**src/rtl/mips_regfile.sv**
```systemverilog
// 32x32 MIPS general-purpose register file: two combinational read ports, one clocked write port, r0 hardwired to zero.
// Optional write-first read bypass enabled by defining REGFILE_BYPASS_EN.
module mips_regfile #(
    parameter int unsigned       WIDTH   = 32,
    parameter int unsigned       ADDR_W  = 5,
    parameter logic [WIDTH-1:0]  SP_INIT = WIDTH'(32'h0000_3FFC),
    parameter logic [WIDTH-1:0]  GP_INIT = WIDTH'(32'h0000_1800)
) (
    input  logic              clk,
    input  logic              rst_n,
    input  logic              wr_en,
    input  logic [ADDR_W-1:0] wr_addr,
    input  logic [WIDTH-1:0]  wr_data,
    input  logic [ADDR_W-1:0] rd_addr_a,
    input  logic [ADDR_W-1:0] rd_addr_b,
    output logic [WIDTH-1:0]  rd_data_a,
    output logic [WIDTH-1:0]  rd_data_b,
    output logic [15:0]       wr_count
);

    localparam int unsigned DEPTH   = 2 ** ADDR_W;
    localparam int unsigned GP_IDX  = 28;
    localparam int unsigned SP_IDX  = 29;
    localparam logic [15:0] CNT_MAX = 16'hFFFF;

    logic [WIDTH-1:0] r_regs [DEPTH];
    logic [15:0]      r_wr_count;
    logic             w_wr_ok;

    // An unknown wr_en evaluates false in the if below, so it never commits.
    assign w_wr_ok = wr_en && (wr_addr != '0);

    always_ff @(posedge clk or negedge rst_n) begin
        if (!rst_n) begin
            for (int i = 0; i < int'(DEPTH); i++) begin
                if (i == int'(GP_IDX))      r_regs[i] <= GP_INIT;
                else if (i == int'(SP_IDX)) r_regs[i] <= SP_INIT;
                else                        r_regs[i] <= '0;
            end
        end else if (w_wr_ok) begin
            r_regs[wr_addr] <= wr_data;
        end
    end

    // Saturating debug counter of writes that actually landed.
    always_ff @(posedge clk or negedge rst_n) begin
        if (!rst_n) begin
            r_wr_count <= '0;
        end else if (w_wr_ok && (r_wr_count != CNT_MAX)) begin
            r_wr_count <= r_wr_count + 16'd1;
        end
    end

    assign wr_count = r_wr_count;

    always_comb begin
        rd_data_a = (rd_addr_a == '0) ? '0 : r_regs[rd_addr_a];
        rd_data_b = (rd_addr_b == '0) ? '0 : r_regs[rd_addr_b];
`ifdef REGFILE_BYPASS_EN
        if (w_wr_ok && (wr_addr == rd_addr_a)) rd_data_a = wr_data;
        if (w_wr_ok && (wr_addr == rd_addr_b)) rd_data_b = wr_data;
`else
`endif
    end

endmodule

```
**config.mk**
```make
export PLATFORM = sky130hd
export DESIGN_NAME = mips_regfile
export DESIGN_NICKNAME = d
export VERILOG_FILES = /design/src/rtl/mips_regfile.sv
export SDC_FILE = /design/constraint.sdc
export NUM_CORES = 2
export LEC_CHECK = 0
export BUFFER_PORTS_ARGS = -buffer_cell sky130_fd_sc_hd__clkbuf_2
export CORE_MARGIN = 2
export CORE_UTILIZATION = 65
export CTS_BUF_LIST = sky130_fd_sc_hd__clkbuf_4
export CTS_CLUSTER_SIZE = 20
export DETAILED_ROUTE_END_ITERATION = 6
export PLACE_DENSITY = 0.82
export SYNTH_ARGS = -nofsm -noshare
export SYNTH_HDL_FRONTEND = slang
export SYNTH_SLANG_ARGS = --single-unit
```
**constraint.sdc**
```tcl
create_clock -name clk -period 2.6 [get_ports clk]
set_input_delay 0.26 -clock clk [delete_from_list [all_inputs] [get_ports clk]]
set_output_delay 0.26 -clock clk [all_outputs]
set_load 0.01 [all_outputs]
```
==> summary.txt <==
Outcome
  • Run status: complete, but fails checks
  • Failing checks: DRC, setup timing

Die
  • Initial Utilization: 65.4%
  • # IOs: between 100 and 150
  • Core area: 84900 um2
  • Die area: 87800 um2
  • Site row count: between 100 and 150
  • Die Span Y: ~300 um
  • Die width: 296 um

Clock network
  • Clock Sinks: around 1000
  • Inserted Clock Buffers: 294
  • Clk slew on worst S/H paths: 70 ps
  • Max Root-Sink Buffers: 4
  • Worst skew pair latency: 1160 ps
  • CTS Root Cell: clkbuf_4
  • CTS HTree Levels: 5
  • CTS tree: yes

Hold path
  • Hold Startpoint: wr_data[8]
  • Hold path endpoint: r_regs[808]
  • Path category of the worst min-delay check: in2reg
  • Hold Path Stages: 3

Yosys
  • Synth Area in Simple Gates: 2.03%
  • Mapped Area: between 50000 and 60000 um2
  • Post-Synth Adder-Cell Area: 0.0225%
  • Syn avg cell area: 14.6 um2
  • Asr flop ratio synth: 100%
  • Post-synthesis mux area share: 42.8%
  • Yosys warns: 0
  • Commonest cells in the netlist: dfrtp_1 (1026), mux2_2 (1025), mux4_2 (384), mux2i_1 (311), clkbuf_1 (206)
  • Ys flop type: dfrtp_1
  • Register area share after synthesis: 46.9%
  • Synth Instances: about 3800
  • Synth area leaders: dfrtp_1 (46%), mux2_2 (21%), mux4_2 (16%)
  • Compound-Gate Fraction of Synth Area: 4.10%
  • EDFF count, synth: 0
  • Post-synth top area share: 46.2%
  • Xor/xnor share of the synthesized area: 0.237%
  • Syn Nets: 3858
  • Largest family of logic cells by synthesized area: multiplexers
  • Synth cell types: 45
  • Synth area leader: dfrtp_1
  • Synthesis-stage register bit count: 1040
  • Most common cell in the synthesized netlist: dfrtp_1

Setup path
  • Critical path class: reg2out
  • Worst flop-to-flop path startpoint: wr_count[0]
  • R2R Path End: wr_count[9]
  • Crit end category: output pin
  • Crit path DAT: 3100 ps
  • Startpoint types: flip-flop
  • Critical path fanouts, max: 3
  • Worst reg2reg setup slack: approximately 390 ps
  • Worst Path Required: 2340 ps
  • R2R depth: 6

STA
  • Clk_skew: about 28 ps
  • Final setup fails: 64
  • Worst hold slack: 282 ps
  • Setup slack after layout: -762 ps
  • Tcrit/Tclk final: 129%
  • Tmin final: 3360 ps
  • Final hold vios: 0
  • Final slew viol count: 0
  • Fin Setup TNS: -32780 ps
  • Rel. slew slack: 32.2%
  • Slew @ Worst Pin: 1020 ps
  • Maximum clock frequency: 0.297 GHz
  • RSZ-0062 raised after global routing: true

Global route
  • Vias in the first global route: approximately 42000
  • GRT overflow: 0
  • Largest net degree at the start of global routing: 88
  • All-layer global routing usage: 43.3%
  • First-pass GRT wire length: around 270000 um
  • Initial antenna violation count: 10

Placement
  • Post-Place Cell Area: 59500 um2
  • Placer congestion estimate: slightly above 0.9
  • Post-DP HPWL: 112000 um
  • Port Buffers: 129
  • Dpl ws: -298 ps

Pwr
  • Leakage power total: ~29 nW
  • Cell Pwr Density: 735 nW/um2
  • Maximum vdd drop: 0.000599 V
  • Pwr Total: 48.1 mW

Route
  • Routed wire length: about 190000 um
  • Drt wl/cell: 33.6 um
  • Via density per instance: 7.35
  • Routed Antenna Nets: 0
  • Post-route DRC: 13
  • Via count: 41086
  • DR pass1 iterations: 7
  • Initial DRC Count: between 5000 and 6000

Cells and area
  • Post-layout nets: 4299
  • Layout cells sized above 1: 58.3%
  • Syn-to-layout area delta: 17.8%
  • Fin area: 65400 um2
  • Fillers: 4799

Flow run
  • # Max-Cap Violations: 0
[worst max-delay path: stages (launching register included)]
cell,delay [ps]
dfrtp_1,420
mux4_2,470
mux2i_1,160
nor2_1,90
a221oi_1,360
buf_4,210
a21oi_2,50
clkbuf_8,190
[sequential cells by signal, summed over array words and instances, names as in the netlist]
register / cells
r_regs: 1024
wr_count: 16
[power breakdown]
group / internal, mW / switching [mW]
clock: 7.71 / 7.09
sequential: 19.3 / 2.56
combinational: 6.54 / 4.89
[cell usage in the layout, fill, tap and decap left out, drive strengths merged, types with 12 or more instances in the layout]
cell type / instances
nor2b: 14
nor2: 42
clkbuf: 518
mux2i: 311
a211oi: 76
dfstp: 14
dfrtp: 1026
xnor2: 12
and4: 12
a21oi: 56
mux2: 1066
mux4: 384
dlygate4sd3: 48
nand2: 105
buf: 440
a221oi: 45
o221ai: 32
nand4: 28
a22oi: 41
o21ai: 33
clkinv: 49
o22ai: 32
[logic make-up (layout without fill, tap and decap cells)]
| logic type | after synthesis | in the layout |
|---|---|---|
| adder cells (fa/ha/maj) | 1 | 1 |
| flip-flops | 1040 | 1040 |
| other | 0 | 9 |
| XOR/XNOR | 15 | 15 |
| AO/OA/AOI/OAI | 324 | 324 |
| multiplexers | 1761 | 1761 |
| AND/OR/NAND/NOR | 234 | 234 |
| buffers and inverters | 432 | 1064 |
[how the worst max path moves through the flow]
stage	end	startpoint
5_1_grt	rd_data_b[28]	r_regs[348]
4_1_cts	rd_data_a[23]	r_regs[87]
3_3_place_gp	rd_data_a[17]	rd_addr_a[0]
2_1_floorplan	rd_data_a[20]	rd_addr_a[0]
3_5_place_dp	rd_data_a[17]	rd_addr_a[0]
6_report	rd_data_b[28]	r_regs[380]
[per-layer routing]
metal	wire [um]	vias up	GRT usage [%]
met5	85	-	0
met4	14300	4	30.0
met3	25800	986	15.5
met2	83900	3426	63.2
met1	63800	21000	54.2
li1	-	15670	-
[final cells by class]
cell class | instances | area [um2] | area share (%)
diodes | 9 | 22.5 | 0.0344
clock buffers | 429 | 3220 | 4.92
clock inverters | 58 | 280 | 0.428
multi-input cells | 2335 | 28800 | 44.0
flip-flops and latches | 1040 | 26000 | 39.8
well taps | 1144 | 1430 | 2.19
repair buffers | 577 | 5640 | 8.61
[stage by stage]
step                      std cells  utilization [%]
final                          5592             77.1
after floorplan                3807                -
after global placement         4980             70.1
after CTS                      5572             76.5
after global routing           5590             77.1
after detailed placement       4980             70.1
[timing repair]
action / 4_1_cts / 5_1_grt
resized for setup: 193 / 113
gates cloned: 0 / 0
pin swaps: 60 / 46
endpoints found under the setup margin: 64 / 64
hold endpoints to repair: 2045 / 0
hold buffers: 50 / 0
buffers inserted: 66 / 15
No activity file was read; power rests on OpenSTA's default activity.
